===== config.mk =====
export PLATFORM = sky130hd
export DESIGN_NAME = apb_slave_regbank_flat
export DESIGN_NICKNAME = d
export VERILOG_FILES = /design/src/rtl/apb_slave_regbank_if.sv /design/src/rtl/apb_slave_regbank.sv /design/src/flat_wrapper.sv
export SDC_FILE = /design/constraint.sdc
export NUM_CORES = 1
export LEC_CHECK = 0
export ABC_CLOCK_PERIOD_IN_PS = 6700
export BUFFER_PORTS_ARGS = -buffer_cell sky130_fd_sc_hd__buf_2
export CAP_MARGIN = 20
export CELL_PAD_IN_SITES_DETAIL_PLACEMENT = 0
export CELL_PAD_IN_SITES_GLOBAL_PLACEMENT = 1
export CORE_MARGIN = 8
export CORE_UTILIZATION = 35
export CTS_BUF_LIST = sky130_fd_sc_hd__clkbuf_8
export CTS_CLUSTER_DIAMETER = 30
export DETAILED_ROUTE_END_ITERATION = 6
export HOLD_SLACK_MARGIN = 0.05
export MAX_ROUTING_LAYER = met4
export PLACE_DENSITY_LB_ADDON = 0.3
export SYNTH_ARGS = -nofsm -noshare
export SYNTH_HDL_FRONTEND = slang
export SYNTH_SLANG_ARGS = --single-unit

===== constraint.sdc =====
create_clock -name pclock -period 6.7 [get_ports pclock]
set_input_delay 1.34 -clock pclock [delete_from_list [all_inputs] [get_ports pclock]]
set_output_delay 1.34 -clock pclock [all_outputs]
set_load 0.02 [all_outputs]

===== src/rtl/apb_slave_regbank_if.sv =====
// APB3 bus bundle between a requester (master) and the register bank (slave).
interface apb_slave_regbank_if #(
  parameter int ADDR_WIDTH = 32,
  parameter int DATA_WIDTH = 32
);
  logic                  psel;
  logic                  penable;
  logic                  pwrite;
  logic [ADDR_WIDTH-1:0] paddr;
  logic [DATA_WIDTH-1:0] pwdata;
  logic [DATA_WIDTH-1:0] prdata;
  logic                  pready;
  logic                  pslverr;

  modport master (
    output psel, penable, pwrite, paddr, pwdata,
    input  prdata, pready, pslverr
  );

  modport slave (
    input  psel, penable, pwrite, paddr, pwdata,
    output prdata, pready, pslverr
  );
endinterface


===== src/rtl/apb_slave_regbank.sv =====
// APB3 register bank with programmable wait states, pslverr on bad address and a saturating error count.
// Latency: WAIT+2 cycles per transfer; backpressure is pready held low for WAIT access cycles.
module apb_slave_regbank #(
  parameter int                    ADDR_WIDTH = 32,
  parameter int                    DATA_WIDTH = 32,
  parameter int                    DEPTH      = 16,
  parameter logic [ADDR_WIDTH-1:0] BASE_ADDR  = '0,
  parameter logic [3:0]            WAIT_RST   = 4'd0
) (
  input  logic                 pclock,
  input  logic                 preset,
  apb_slave_regbank_if.slave   bus,
  output logic [7:0]           err_count
);

  localparam int IDX_W = $clog2(DEPTH);
  localparam logic [ADDR_WIDTH-3:0] WAIT_WORD = (ADDR_WIDTH-2)'(DEPTH);

  typedef enum logic {IDLE, ACCESS} state_t;

  state_t                state, state_nxt;
  logic [3:0]            cnt;
  logic [3:0]            wait_reg;
  logic [DATA_WIDTH-1:0] mem [DEPTH];

  logic                  lat_write, lat_err, lat_wait;
  logic [IDX_W-1:0]      lat_idx;

  logic                  pready_q, pslverr_q;
  logic [DATA_WIDTH-1:0] prdata_q;

  logic [ADDR_WIDTH-1:0] offset;
  logic [ADDR_WIDTH-3:0] word;
  logic                  dec_err, dec_wait;
  logic [IDX_W-1:0]      dec_idx;

  logic                  do_setup, do_tick, do_ready, do_done, do_clear, set_ready;
  logic                  rsp_err, rsp_wait, rsp_write;
  logic [IDX_W-1:0]      rsp_idx;
  logic [DATA_WIDTH-1:0] rsp_data;

  // Addresses below BASE_ADDR wrap to huge offsets and decode as out of range.
  assign offset   = bus.paddr - BASE_ADDR;
  assign word     = offset[ADDR_WIDTH-1:2];
  assign dec_wait = (word == WAIT_WORD);
  assign dec_err  = (offset[1:0] != 2'b00) || (word > WAIT_WORD);
  assign dec_idx  = word[IDX_W-1:0];

  always_comb begin
    state_nxt = state;
    do_setup  = 1'b0;
    do_tick   = 1'b0;
    do_ready  = 1'b0;
    do_done   = 1'b0;
    do_clear  = 1'b0;
    case (state)
      IDLE: begin
        if (bus.psel && !bus.penable) begin
          do_setup  = 1'b1;
          state_nxt = ACCESS;
        end
      end
      ACCESS: begin
        if (!bus.psel) begin
          do_clear  = 1'b1;
          state_nxt = IDLE;
        end else if (!pready_q) begin
          do_tick  = 1'b1;
          do_ready = (cnt == 4'd1);
        end else if (bus.penable) begin
          do_done   = 1'b1;
          do_clear  = 1'b1;
          state_nxt = IDLE;
        end
      end
      default: state_nxt = IDLE;
    endcase
  end

  // Zero-wait responses come straight from the decode; delayed ones from the latched setup.
  always_comb begin
    set_ready = (do_setup && (wait_reg == 4'd0)) || do_ready;
    rsp_err   = do_setup ? dec_err     : lat_err;
    rsp_wait  = do_setup ? dec_wait    : lat_wait;
    rsp_write = do_setup ? bus.pwrite  : lat_write;
    rsp_idx   = do_setup ? dec_idx     : lat_idx;
    rsp_data  = '0;
    if (!rsp_write && !rsp_err)
      rsp_data = rsp_wait ? DATA_WIDTH'(wait_reg) : mem[rsp_idx];
  end

  always_ff @(posedge pclock) begin
    if (preset) state <= IDLE;
    else        state <= state_nxt;
  end

  always_ff @(posedge pclock) begin
    if (preset) begin
      cnt       <= 4'd0;
      wait_reg  <= WAIT_RST;
      lat_write <= 1'b0;
      lat_err   <= 1'b0;
      lat_wait  <= 1'b0;
      lat_idx   <= '0;
      pready_q  <= 1'b0;
      pslverr_q <= 1'b0;
      prdata_q  <= '0;
      err_count <= 8'd0;
      for (int i = 0; i < DEPTH; i++) mem[i] <= '0;
    end else begin
      if (do_setup) begin
        lat_write <= bus.pwrite;
        lat_err   <= dec_err;
        lat_wait  <= dec_wait;
        lat_idx   <= dec_idx;
        cnt       <= wait_reg;
      end
      if (do_tick) cnt <= cnt - 4'd1;
      if (set_ready) begin
        pready_q  <= 1'b1;
        pslverr_q <= rsp_err;
        prdata_q  <= rsp_data;
        if (rsp_err && (err_count != 8'hFF)) err_count <= err_count + 8'd1;
      end
      if (do_done && lat_write && !lat_err) begin
        if (lat_wait) wait_reg     <= bus.pwdata[3:0];
        else          mem[lat_idx] <= bus.pwdata;
      end
      if (do_clear) begin
        pready_q  <= 1'b0;
        pslverr_q <= 1'b0;
        prdata_q  <= '0;
      end
    end
  end

  assign bus.pready  = pready_q;
  assign bus.pslverr = pslverr_q;
  assign bus.prdata  = prdata_q;

endmodule


===== src/flat_wrapper.sv =====
// flat-port wrapper written by rule: the top's interface ports become plain ports
module apb_slave_regbank_flat 
#(
  parameter int                    ADDR_WIDTH = 32,
  parameter int                    DATA_WIDTH = 32,
  parameter int                    DEPTH      = 16,
  parameter logic [ADDR_WIDTH-1:0] BASE_ADDR  = '0,
  parameter logic [3:0]            WAIT_RST   = 4'd0
)
  (pclock, preset, err_count, bus_psel, bus_penable, bus_pwrite, bus_paddr, bus_pwdata, bus_prdata, bus_pready, bus_pslverr);
  apb_slave_regbank_if #(.ADDR_WIDTH(ADDR_WIDTH), .DATA_WIDTH(DATA_WIDTH)) bus_i ();
  input  logic pclock;
  input  logic preset;
  output logic [7:0] err_count;
  input wire logic [$bits(bus_i.psel)-1:0] bus_psel;
  input wire logic [$bits(bus_i.penable)-1:0] bus_penable;
  input wire logic [$bits(bus_i.pwrite)-1:0] bus_pwrite;
  input wire logic [$bits(bus_i.paddr)-1:0] bus_paddr;
  input wire logic [$bits(bus_i.pwdata)-1:0] bus_pwdata;
  output wire logic [$bits(bus_i.prdata)-1:0] bus_prdata;
  output wire logic [$bits(bus_i.pready)-1:0] bus_pready;
  output wire logic [$bits(bus_i.pslverr)-1:0] bus_pslverr;
  assign bus_i.psel = bus_psel;
  assign bus_i.penable = bus_penable;
  assign bus_i.pwrite = bus_pwrite;
  assign bus_i.paddr = bus_paddr;
  assign bus_i.pwdata = bus_pwdata;
  assign bus_prdata = bus_i.prdata;
  assign bus_pready = bus_i.pready;
  assign bus_pslverr = bus_i.pslverr;
  apb_slave_regbank #(.ADDR_WIDTH(ADDR_WIDTH), .DATA_WIDTH(DATA_WIDTH), .DEPTH(DEPTH), .BASE_ADDR(BASE_ADDR), .WAIT_RST(WAIT_RST)) u_core (.pclock(pclock), .preset(preset), .bus(bus_i), .err_count(err_count));
endmodule

==> results of run 1 <==
-- placed cells by master, fill, tap and decap left out, types with 5 or more instances in the layout --
master / n
sky130_fd_sc_hd__o311ai_0: 35
sky130_fd_sc_hd__or2_2: 16
sky130_fd_sc_hd__clkinv_1: 29
sky130_fd_sc_hd__mux4_2: 73
sky130_fd_sc_hd__clkinv_2: 14
sky130_fd_sc_hd__dfxtp_1: 57
sky130_fd_sc_hd__nor3_1: 29
sky130_fd_sc_hd__buf_2: 112
sky130_fd_sc_hd__edfxtp_1: 512
sky130_fd_sc_hd__a21oi_1: 64
sky130_fd_sc_hd__inv_1: 46
sky130_fd_sc_hd__o211ai_1: 20
sky130_fd_sc_hd__a311oi_1: 6
sky130_fd_sc_hd__nor2_1: 62
sky130_fd_sc_hd__nor2b_1: 6
sky130_fd_sc_hd__buf_4: 44
sky130_fd_sc_hd__nor2_2: 12
sky130_fd_sc_hd__a2111oi_2: 13
sky130_fd_sc_hd__bufinv_16: 15
sky130_fd_sc_hd__mux2i_1: 55
sky130_fd_sc_hd__nor4_1: 8
sky130_fd_sc_hd__o21ai_0: 5
sky130_fd_sc_hd__a211oi_1: 75
sky130_fd_sc_hd__xnor2_1: 6
sky130_fd_sc_hd__nand2_1: 195
sky130_fd_sc_hd__nand3_1: 10
sky130_fd_sc_hd__and2_1: 515
sky130_fd_sc_hd__a311oi_2: 13
sky130_fd_sc_hd__a2111oi_1: 12
sky130_fd_sc_hd__clkinvlp_4: 8
sky130_fd_sc_hd__clkbuf_8: 130
-- path summary, 6_finish.rpt --
kind	endpoint	cells past startpoint
max	u_core.mem[0][15]	6
min	u_core.bus.pslverr	2
max reg2reg	u_core.mem[0][15]	6
min reg2reg	u_core.bus.pslverr	2
-- kinds of logic (layout without fill, tap and decap cells) --
group	count (synthesis)	count (layout)	synth area share, %
other	0	3	0
adder cells (fa/ha/maj)	3	3	0.140
AND/OR/NAND/NOR	883	883	18.2
multiplexers	132	132	8.39
buffers and inverters	201	403	3.24
AO/OA/AOI/OAI	269	269	8.02
flip-flops	570	570	61.9
XOR/XNOR	6	6	0.197
-- routing by layer --
layer / track usage (%) / routed length (microns) / vias to the layer above
met1: 25.4 / 36200 / 8839
met4: 7.34 / 2720 / 0
met5: - / 0 / -
met2: 30.6 / 38200 / 701
met3: 3.57 / 5780 / 161
li1: - / - / 7785
-- area by class of cell --
cell class | instances | area [sq um] | share of cell area, %
Timing Repair Buffer | 159 | 946 | 3.07
Clock buffer | 130 | 1790 | 5.80
Multi-Input combinational cell | 1293 | 9440 | 30.6
Tap cell | 978 | 1220 | 3.97
Sequential cell | 570 | 16500 | 53.7
Antenna cell | 3 | 7.51 | 0.0244
Clock inverter | 92 | 797 | 2.59
Inverter | 22 | 82.6 | 0.268
-- power groups by stage --
| stage | Sequential [W] | Combinational, W | Clock (W) |
|---|---|---|---|
| 3_5_place_dp | 0.00409 | 0.000632 | 0 |
| 4_1_cts | 0.00402 | 0.000634 | 0.00403 |
| 3_3_place_gp | 0.00409 | 0.000624 | 0 |
| 2_1_floorplan | 0.00408 | 0.000387 | 0 |
| 6_report | 0.00402 | 0.000632 | 0.00395 |
| 5_1_grt | 0.00403 | 0.000673 | 0.00419 |
-- synthesized netlist by cell type, types with 16 or more instances --
| library cell | instances |
|---|---|
| sky130_fd_sc_hd__mux2i_1 | 56 |
| sky130_fd_sc_hd__inv_1 | 22 |
| sky130_fd_sc_hd__o311ai_0 | 35 |
| sky130_fd_sc_hd__or2_2 | 16 |
| sky130_fd_sc_hd__a211oi_1 | 75 |
| sky130_fd_sc_hd__nor2_1 | 74 |
| sky130_fd_sc_hd__edfxtp_1 | 512 |
| sky130_fd_sc_hd__and2_1 | 515 |
| sky130_fd_sc_hd__mux4_2 | 73 |
| sky130_fd_sc_hd__o211ai_1 | 20 |
| sky130_fd_sc_hd__nor3_1 | 32 |
| sky130_fd_sc_hd__clkbuf_1 | 129 |
| sky130_fd_sc_hd__buf_2 | 29 |
| sky130_fd_sc_hd__a21oi_1 | 64 |
| sky130_fd_sc_hd__nand2_1 | 195 |
| sky130_fd_sc_hd__dfxtp_1 | 58 |
-- tightest hold or removal path: stages, from the launching register on --
cell and delay (ns):
sky130_fd_sc_hd__dfxtp_1 0.31, sky130_fd_sc_hd__nand2_1 0.05, sky130_fd_sc_hd__a21oi_1 0.05
-- stage by stage --
step           power, W  instances  cell area (sq um)
2_1_floorplan   0.00446       2064              26700
3_3_place_gp    0.00471       3018              28200
3_5_place_dp    0.00472       3020              28200
4_1_cts         0.00869       3242              30800
5_1_grt         0.00890       3246              30800
6_report        0.00861       3247              30800
==> reports/qor.tcl, run 1 <==
set qor(min-delay-start) {u_core.bus.pslverr}
set qor(outcome) {finished clean}
set qor(netlist-cell-type-count) 63
set qor(mappedNetlistArea_sq_um) 26700
set qor(clock_sink_count) 570
set qor(postSynthAreaPerCell_sq_um) 13.0
set qor(grt_first_pass_wirelength_microns) 121000
set qor(largest_register_ffs) 512
set qor(tritoncts_buffers) 121
set qor(num_io_pins) 111
set qor(peakVddDrop_v) 0.000140
set qor(initial_utilization_pct) 35.3
set qor(grt_pass1_vias) 18076
set qor(worst_slew_margin_rel_pct) 22.0
set qor(first_pass_iters) 5
set qor(final_core_utilization_pct) 40.7
set qor(largest_net_degree_at_the_start_of_global_routing) 87
set qor(routed_wl_microns) 82800
set qor(critical-path-top-delay-family) {simple AND/OR/NAND/NOR gates}
set qor(worst_setup_path_startpoint) {preset}
set qor(detailroute.via_count) 17486
set qor(seq_pwr_share_pct) 46.7
set qor(synth_warnings) 0
set qor(route.detailed.wl_per_inst_microns) 25.5
set qor(synth_seq_cells) 570
set qor(timing_worst_setup_path_type) {input pin to flip-flop}
set qor(critical_path.n_buffers_inverters) 2
set qor(timing.clock.skew_ns) 0.0344
set qor(worst_hold_path_type) {flip-flop to flip-flop}
set qor(synthToLayoutAreaGrowth_pct) 15.3
set qor(final-max-slew-violation-count) 0
set qor(post_cts_resize_count) 0
set qor(initialDrtViolationCount) 1664
set qor(synthTopCellsByArea) {sky130_fd_sc_hd__edfxtp_1, sky130_fd_sc_hd__and2_1, sky130_fd_sc_hd__mux4_2}
set qor(hold_buffers_post_cts) 0
set qor(track_usage_pct) 19.6
set qor(worst-slew-pin-transition_ns) 1.17
set qor(synthesized_nets) 2136
set qor(globalplace.congestion) 0.795
set qor(cap_viol_max_count) 0
set qor(switching_power_w) 0.00208
set qor(synth_largest_area_cell) {sky130_fd_sc_hd__edfxtp_1}
set qor(avgViaCountPerCell) 5.39
set qor(final_critical_path_share_of_the_clock_period_pct) 64.8
set qor(dp_slack_ns) 1.70
set qor(power_frac_clock_pct) 45.9
set qor(power-per-cell-area_nw_per_um2) 279
set qor(critPathLaunchType) {input pin}
set qor(postSynth.asyncResetShare_pct) 0
set qor(cts-root-buf) {sky130_fd_sc_hd__clkbuf_8}
set qor(critical-path-slowest-cell) {sky130_fd_sc_hd__or2_2}
set qor(swShare_pct) 24.1
set qor(clkSlewWorstSetupHoldPaths_ns) 0.05
set qor(largest-register) {u_core.mem}
set qor(total_leakage_power_nw) 11.1
set qor(cp.arrival_ns) 4.64
set qor(die-area_sq_um) 85500
set qor(layout-drive-gt1-share_pct) 21.1
set qor(synthFlopType) {sky130_fd_sc_hd__edfxtp_1}
set qor(maxClockFrequency_ghz) 0.230
set qor(core_sq_um) 75800
set qor(insertion_delay_ns) 0.72
set qor(internal-power_w) 0.00653
set qor(setup-tns-final_ns) 0
set qor(cp.required_ns) 7.01
set qor(die_boundary_height_microns) 292
set qor(cts_max_path_buffers) 3
set qor(yosysTopAreaCellShare_pct) 57.5
set qor(netlist_instances) 2064
set qor(worstReg2RegStart) {u_core.state}
set qor(worst_setup_path_end_kind) {flip-flop}
set qor(finalSetupViolations) 0
set qor(fp-row-count) 101
set qor(cp_max_fo) 43
set qor(route.detailed.drc) 0
set qor(grt_antenna_before_repair) 6
set qor(cts.repair_timing.setup_buffer_count) 0
set qor(power.combinational.fraction_pct) 7.3
set qor(hold_violations) 0
set qor(synth_edf_count) 512
set qor(layout_setup_ws_ns) 2.36
set qor(rsz0062_at_grt) {false}
set qor(port-buffer-count) 110
set qor(die_width_microns) 292
set qor(ant_nets) 0
set qor(synth_seq_area_share_pct) 61.9
set qor(h-tree-depth) 3
set qor(critical_path.max_stage_delay_ns) 0.93
set qor(min_period_ns) 4.34
set qor(fin_nets) 2239
set qor(r2r_setup_slack_ns) 2.72
set qor(tritoncts) {done}
set qor(worstPathCellList) {buf_2 > nor4b_1 > or3b_2 > nor3_4 > buf_4 > or2_2}
set qor(layout.filler_cells) 7072
set qor(gr-total-overflow) 0
set qor(dp_hpwl_microns) 46900
set qor(final.hold.worst_slack_ns) 0.467
(Power assumes the default switching activity.)
==> run 2: changes to the inputs <==
--- a/config.mk
+++ b/config.mk
@@ -5,7 +5,7 @@
 export SDC_FILE = /design/constraint.sdc
 export NUM_CORES = 1
 export LEC_CHECK = 0
-export ABC_CLOCK_PERIOD_IN_PS = 6700
+export ABC_CLOCK_PERIOD_IN_PS = 4000
 export BUFFER_PORTS_ARGS = -buffer_cell sky130_fd_sc_hd__buf_2
 export CAP_MARGIN = 20
 export CELL_PAD_IN_SITES_DETAIL_PLACEMENT = 0
==> constraint.sdc (replaced) <==
create_clock -name pclock -period 4 [get_ports pclock]
set_input_delay 0.8 -clock pclock [delete_from_list [all_inputs] [get_ports pclock]]
set_output_delay 0.8 -clock pclock [all_outputs]
set_load 0.02 [all_outputs]
==> reports/qor.tcl, run 2 (same netlist as run 1, synthesis figures left out) <==
set qor(outcome) {finished clean} ;# unchanged
set qor(rsz0062_at_grt) {false} ;# unchanged
set qor(whs_path_depth) 3 ;# was 2
set qor(worst-slew-pin-transition_ns) 0.925 ;# was 1.17 ns
set qor(finalSetupViolations) 0 ;# unchanged
set qor(fin_nets) 2284 ;# was 2,239
set qor(post_cts_resize_count) 0 ;# unchanged
set qor(final_core_utilization_pct) 41.6 ;# was 40.7%
set qor(hold_buffers_post_cts) 0 ;# unchanged
set qor(cts.repair_timing.setup_buffer_count) 0 ;# unchanged
set qor(route.detailed.wl_per_inst_microns) 25.7 ;# was 25.5 microns
set qor(grt_busiest_layer) {met2} ;# unchanged
set qor(globalplace.congestion) 0.830 ;# was 0.795
set qor(tritoncts_buffers) 119 ;# was 121
set qor(r2r_cells) 6 ;# unchanged
set qor(final-instance-count-excl-fill) 3299 ;# was 3,247
set qor(die_width_microns) 292 ;# unchanged
set qor(grt_pass1_vias) 18122 ;# about the same
set qor(routed_wl_microns) 84900 ;# was 82,800 microns
set qor(route.detailed.drc) 0 ;# unchanged
set qor(largest_net_degree_at_the_start_of_global_routing) 75 ;# was 87
set qor(cts_max_path_buffers) 3 ;# unchanged
set qor(global_route.usage.met2_pct) 33.3 ;# was 30.6%
set qor(initial_utilization_pct) 35.3 ;# unchanged
set qor(first_pass_iters) 6 ;# was 5
set qor(met1_usage_pct) 23.7 ;# was 25.4%
set qor(layout.filler_cells) 7008 ;# was 7,072
set qor(tritoncts) {done} ;# unchanged
set qor(cts-root-buf) {sky130_fd_sc_hd__clkbuf_8} ;# unchanged
set qor(min_period_ns) 2.94
set qor(cp.arrival_ns) 3.52 ;# was 4.64 ns
set qor(dp_slack_ns) 0.491 ;# was 1.70 ns
set qor(fp-row-count) 101 ;# unchanged
set qor(die_boundary_height_microns) 292 ;# unchanged
set qor(track_usage_pct) 19.9 ;# was 19.6%
set qor(synthToLayoutAreaGrowth_pct) 17.9 ;# was 15.3%
set qor(grt_first_pass_wirelength_microns) 122000 ;# was 121,000 microns
set qor(ant_nets) 0 ;# unchanged
set qor(dp_hpwl_microns) 49500 ;# was 46,900 microns
set qor(avgViaCountPerCell) 5.39 ;# about the same
set qor(initialDrtViolationCount) 1693 ;# was 1,664
set qor(grt_antenna_before_repair) 11 ;# was 6
set qor(insertion_delay_ns) 0.73 ;# was 0.72 ns
set qor(cp_max_fo) 23 ;# was 43
set qor(total_leakage_power_nw) 11.5 ;# was 11.1 nW
set qor(h-tree-depth) 3 ;# unchanged
set qor(port-buffer-count) 110 ;# unchanged
set qor(gr-total-overflow) 0 ;# unchanged
set qor(worst_slew_margin_rel_pct) 38.3 ;# was 22.0%
set qor(timing_worst_setup_path_type) {flip-flop to flip-flop} ;# was input pin to flip-flop
set qor(setup-tns-final_ns) 0 ;# unchanged
set qor(regArea_sq_um) 16500 ;# unchanged
set qor(most-common-layout-cells) {sky130_fd_sc_hd__and2_1, sky130_fd_sc_hd__edfxtp_1, sky130_fd_sc_hd__nand2_1, sky130_fd_sc_hd__clkbuf_8, sky130_fd_sc_hd__buf_2} ;# unchanged
set qor(placed_instance_area_sq_um) 28800 ;# was 28,200 sq um
set qor(core_sq_um) 75800 ;# unchanged
set qor(cp.required_ns) 4.58 ;# was 7.01 ns
set qor(die-area_sq_um) 85500 ;# unchanged
set qor(layout-drive-gt1-share_pct) 22.8 ;# was 21.1%
set qor(number_of_cells_in_the_design_after_placement) 3069 ;# was 3,020
set qor(critPathLaunchType) {flip-flop} ;# was input pin
set qor(timing.clock.skew_ns) 0.0296 ;# was 0.0344 ns
set qor(peakVddDrop_v) 0.000258 ;# was 0.000140 V
set qor(worst_hold_path_type) {input pin to flip-flop} ;# was flip-flop to flip-flop
set qor(cap_viol_max_count) 0 ;# unchanged
set qor(num_io_pins) 111 ;# unchanged
set qor(clkSlewWorstSetupHoldPaths_ns) 0.05 ;# about the same
set qor(largest_register_ffs) 512 ;# unchanged
set qor(clock_sink_count) 570 ;# unchanged
set qor(detailroute.via_count) 17767 ;# was 17.5k
set qor(maxClockFrequency_ghz) 0.341
set qor(final_critical_path_share_of_the_clock_period_pct) 73.4
set qor(power-per-cell-area_nw_per_um2) 466 ;# was 279 nW/um^2
set qor(final_non_filler_cell_area_sq_um) 31500 ;# was 30,800 sq um
set qor(layout_setup_ws_ns) 1.06 ;# was 2.36 ns
set qor(hold_violations) 0 ;# unchanged
set qor(layout.cells.most_common) {sky130_fd_sc_hd__and2_1} ;# unchanged
set qor(largest-register) {u_core.mem} ;# unchanged
set qor(multi_input_comb_area_sq_um) 9440 ;# unchanged
set qor(final-max-slew-violation-count) 0 ;# unchanged
set qor(grtUsageMet3_pct) 4.07 ;# was 3.57%
set qor(worst_setup_path_end_kind) {flip-flop} ;# unchanged
## run 2: changes by cell type in the layout (fill, tap and decap cells not counted), sizes merged
cell      before  now
buf          159  206
bufinv        15   19
clkbuf       130  125
clkinv        45   51
clkinvlp       8    7
diode          3    4
## run 2: cell type report
class                      instances  share of cell area [%]
clock inverter                   101                    3.04
sequential                       570                    52.5
tap                              978                    3.88
clock buffer                     125                    5.46
antenna                            4                  0.0318
inverter                          22                   0.262
multi-input combinational       1293                    29.9
timing repair buffer             206                    4.91
## run 2: worst max-delay path, cell delays in order, from the launching register on
cell and delay, ns:
sky130_fd_sc_hd__dfxtp_1 0.39, sky130_fd_sc_hd__or3b_2 0.57, sky130_fd_sc_hd__mux2_8 0.54, sky130_fd_sc_hd__buf_12 0.24, sky130_fd_sc_hd__mux4_2 0.53, sky130_fd_sc_hd__a211oi_1 0.40
sky130_fd_sc_hd__a2111oi_2 0.08
## run 2: worst paths after layout
path	startpoint	end	slack, ns
hold / removal	bus_pwrite	u_core.lat_write	0.38
setup reg to reg	u_core.state	u_core.bus.prdata[16]	1.06
setup / recovery	u_core.state	u_core.bus.prdata[16]	1.06
hold reg to reg	u_core.bus.prdata[3]	u_core.bus.prdata[3]	0.47
## run 2: metal layers
metal | up-vias | share of wire (%)
li1 | 7896 | -
met3 | 156 | 7.9
met4 | 0 | 3.0
met1 | 8979 | 40
met2 | 736 | 49
met5 | - | 0
## run 2: where the power goes
part | internal, W | switching [W]
Combinational | 0.000385 | 0.000750
Sequential | 0.00666 | 0.0000759
Clock | 0.00414 | 0.00268
Total | 0.0112 | 0.00351
## run 2: per-stage QoR
| step | hold WS (ns) | power, W |
|---|---|---|
| 2_1_floorplan | 0.446 | 0.00747 |
| 3_3_place_gp | 0.460 | 0.00797 |
| 3_5_place_dp | 0.470 | 0.00799 |
| 4_1_cts | 0.322 | 0.0148 |
| 5_1_grt | 0.345 | 0.0152 |
| 6_report | 0.378 | 0.0147 |
==> run 3: changes to the inputs <==
--- a/config.mk
+++ b/config.mk
@@ -5,7 +5,7 @@
 export SDC_FILE = /design/constraint.sdc
 export NUM_CORES = 1
 export LEC_CHECK = 0
-export ABC_CLOCK_PERIOD_IN_PS = 4000
+export ABC_CLOCK_PERIOD_IN_PS = 2600
 export BUFFER_PORTS_ARGS = -buffer_cell sky130_fd_sc_hd__buf_2
 export CAP_MARGIN = 20
 export CELL_PAD_IN_SITES_DETAIL_PLACEMENT = 0
==> constraint.sdc (replaced) <==
create_clock -name pclock -period 2.6 [get_ports pclock]
set_input_delay 0.52 -clock pclock [delete_from_list [all_inputs] [get_ports pclock]]
set_output_delay 0.52 -clock pclock [all_outputs]
set_load 0.02 [all_outputs]
==> reports/qor.tcl, run 3 (same netlist as run 1, synthesis figures left out) <==
set qor(die_boundary_height_microns) 292 ;# unchanged
set qor(power_frac_clock_pct) 45.7 ;# was 46.4%
set qor(worst-slew-pin-transition_ns) 0.504 ;# was 0.925 ns
set qor(whs_path_depth) 4 ;# was 3
set qor(total_leakage_power_nw) 12.5 ;# was 11.5 nW
set qor(avgViaCountPerCell) 5.27 ;# was 5.39
set qor(h-tree-depth) 4 ;# was 3
set qor(die-area_sq_um) 85500 ;# unchanged
set qor(route.detailed.drc) 0 ;# unchanged
set qor(power-per-cell-area_nw_per_um2) 684 ;# was 466 nW/um^2
set qor(final_core_utilization_pct) 44.1 ;# was 41.6%
set qor(r2r_cells) 7 ;# was 6
set qor(maxClockFrequency_ghz) 0.392 ;# was 0.341 GHz
set qor(first_pass_iters) 5 ;# was 6
set qor(final.hold.worst_slack_ns) 0.163 ;# was 0.378 ns
set qor(min_period_ns) 2.55 ;# was 2.94 ns
set qor(timing.clock.skew_ns) 0.0435 ;# was 0.0296 ns
set qor(tritoncts) {done} ;# unchanged
set qor(most-common-layout-cells) {sky130_fd_sc_hd__and2_1, sky130_fd_sc_hd__edfxtp_1, sky130_fd_sc_hd__nand2_1, sky130_fd_sc_hd__buf_4, sky130_fd_sc_hd__clkbuf_8} ;# was sky130_fd_sc_hd__and2_1, sky130_fd_sc_hd__edfxtp_1, sky130_fd_sc_hd__nand2_1, sky130_fd_sc_hd__clkbuf_8, sky130_fd_sc_hd__buf_2
set qor(cts-root-buf) {sky130_fd_sc_hd__clkbuf_8} ;# unchanged
set qor(cp.arrival_ns) 3.19 ;# was 3.52 ns
set qor(worst_setup_path_end_kind) {flip-flop} ;# unchanged
set qor(outcome) {finished clean} ;# unchanged
set qor(port-buffer-count) 110 ;# unchanged
set qor(route.detailed.wl_per_inst_microns) 24.8 ;# was 25.7 microns
set qor(critPathLaunchType) {flip-flop} ;# unchanged
set qor(seq_pwr_share_pct) 45.3 ;# was 45.8%
set qor(final_critical_path_share_of_the_clock_period_pct) 98.1 ;# was 73.4%
set qor(num_io_pins) 111 ;# unchanged
set qor(largest_net_degree_at_the_start_of_global_routing) 43 ;# was 75
set qor(worst_slew_margin_rel_pct) 66.4 ;# was 38.3%
set qor(peakVddDrop_v) 0.000443 ;# was 0.000258 V
set qor(internal-power_w) 0.0172 ;# was 0.0112 W
set qor(fin_nets) 2428 ;# was 2,284
set qor(initial_utilization_pct) 35.3 ;# unchanged
set qor(insertion_delay_ns) 0.78 ;# was 0.73 ns
set qor(globalplace.congestion) 0.825 ;# was 0.830
set qor(track_usage_pct) 20.2 ;# was 19.9%
set qor(cts_max_path_buffers) 3 ;# unchanged
set qor(detailroute.via_count) 18148 ;# was 17.8k
set qor(ant_nets) 0 ;# unchanged
set qor(grt_pass1_vias) 18568 ;# was 18.1k
set qor(clkSlewWorstSetupHoldPaths_ns) 0.05 ;# about the same
set qor(clock_sink_count) 570 ;# unchanged
set qor(routed_wl_microns) 85600 ;# was 84,900 microns
set qor(power.combinational.fraction_pct) 9.1 ;# was 7.7%
set qor(initialDrtViolationCount) 1572 ;# was 1,693
set qor(worst_hold_path_type) {input pin to flip-flop} ;# unchanged
set qor(final-max-slew-violation-count) 0 ;# unchanged
set qor(gr-total-overflow) 0 ;# unchanged
set qor(switching_power_w) 0.00569 ;# was 0.00351 W
set qor(finalSetupViolations) 0 ;# unchanged
set qor(swShare_pct) 24.9 ;# was 23.9%
set qor(fp-row-count) 101 ;# unchanged
set qor(grt_first_pass_wirelength_microns) 124000 ;# was 122,000 microns
set qor(cp_max_fo) 28 ;# was 23
set qor(tritoncts_buffers) 130 ;# was 119
set qor(synthToLayoutAreaGrowth_pct) 25.0 ;# was 17.9%
set qor(largest_register_ffs) 512 ;# unchanged
set qor(die_width_microns) 292 ;# unchanged
set qor(dp_hpwl_microns) 55200 ;# was 49,500 microns
set qor(core_sq_um) 75800 ;# unchanged
set qor(layout-drive-gt1-share_pct) 28.2 ;# was 22.8%
set qor(layout.cells.most_common) {sky130_fd_sc_hd__and2_1} ;# unchanged
set qor(hold_violations) 0 ;# unchanged
set qor(largest-register) {u_core.mem} ;# unchanged
set qor(cap_viol_max_count) 0 ;# unchanged
set qor(cp.required_ns) 3.24 ;# was 4.58 ns
set qor(rsz0062_at_grt) {true} ;# was false
set qor(timing_worst_setup_path_type) {flip-flop to flip-flop} ;# unchanged
set qor(grt_antenna_before_repair) 8 ;# was 11
==> run 3: critical path, cell delays in order (launching register included) <==
cell                        delay [ns]
sky130_fd_sc_hd__dfxtp_1          0.37
sky130_fd_sc_hd__ha_1             0.17
sky130_fd_sc_hd__or3b_2           0.50
sky130_fd_sc_hd__nor3_2           0.13
sky130_fd_sc_hd__nor2_1           0.07
sky130_fd_sc_hd__or3_2            0.48
sky130_fd_sc_hd__buf_12           0.19
sky130_fd_sc_hd__a2111oi_1        0.40
==> run 3: layout make-up <==
type,instances,area (sq um)
Antenna cell,6,15.0
Tap cell,978,1220
Sequential cell,570,16500
Fill cell,6891,42400
Clock inverter,99,787
Clock buffer,139,1910
Timing Repair Buffer,339,3300
Inverter,22,82.6
Multi-Input combinational cell,1293,9560
==> run 3: power groups by stage <==
stage                     Clock (W)  Combinational, W  Sequential, W
after floorplan                   0           0.00100         0.0105
after global placement            0           0.00195         0.0105
after detailed placement          0           0.00198         0.0105
after CTS                    0.0107           0.00202         0.0104
after global routing         0.0111           0.00219         0.0104
final                        0.0104           0.00207         0.0104
==> run 3: through the flow <==
step / power (W) / setup TNS [ns] / worst slack (ns) / cell area, sq um / instances
after global routing: 0.0237 / -0.227 / -0.0543 / 33400 / 3445
after global placement: 0.0125 / -111.13 / -0.452 / 30300 / 3186
after floorplan: 0.0115 / 0 / 0.00127 / 26700 / 2064
final: 0.0229 / 0 / 0.0488 / 33400 / 3446
after detailed placement: 0.0125 / -161.98 / -0.477 / 30300 / 3186
after CTS: 0.0230 / 0 / 0.0305 / 33100 / 3428
==> run 3: path summary, 6_finish.rpt <==
| path | slack, ns | end | startpoint |
|---|---|---|---|
| worst max-delay path | 0.05 | u_core.bus.prdata[7] | u_core.cnt[0] |
| worst min-delay path | 0.16 | u_core.state | bus_psel |
| worst max register to register | 0.05 | u_core.bus.prdata[7] | u_core.cnt[0] |
| worst min register to register | 0.47 | u_core.bus.prdata[3] | u_core.bus.prdata[3] |
==> run 3: what timing repair did <==
item / CTS / global route
resized for setup: 5 / 42
hold buffers: 1 / 0
setup buffers: 1 / 10
hold endpoints to repair: 1 / 0
setup endpoints to repair: 176 / 150
pin swaps: 0 / 2
gates cloned: 2 / 2
==> run 3: layer usage <==
metal | up-vias | global-route usage, % | part of all wire (%)
met5 | - | - | 0
met4 | 0 | 5.80 | 1.9
met3 | 125 | 5.00 | 7.1
met2 | 657 | 32.4 | 48
met1 | 9180 | 25.4 | 43
li1 | 8186 | - | -
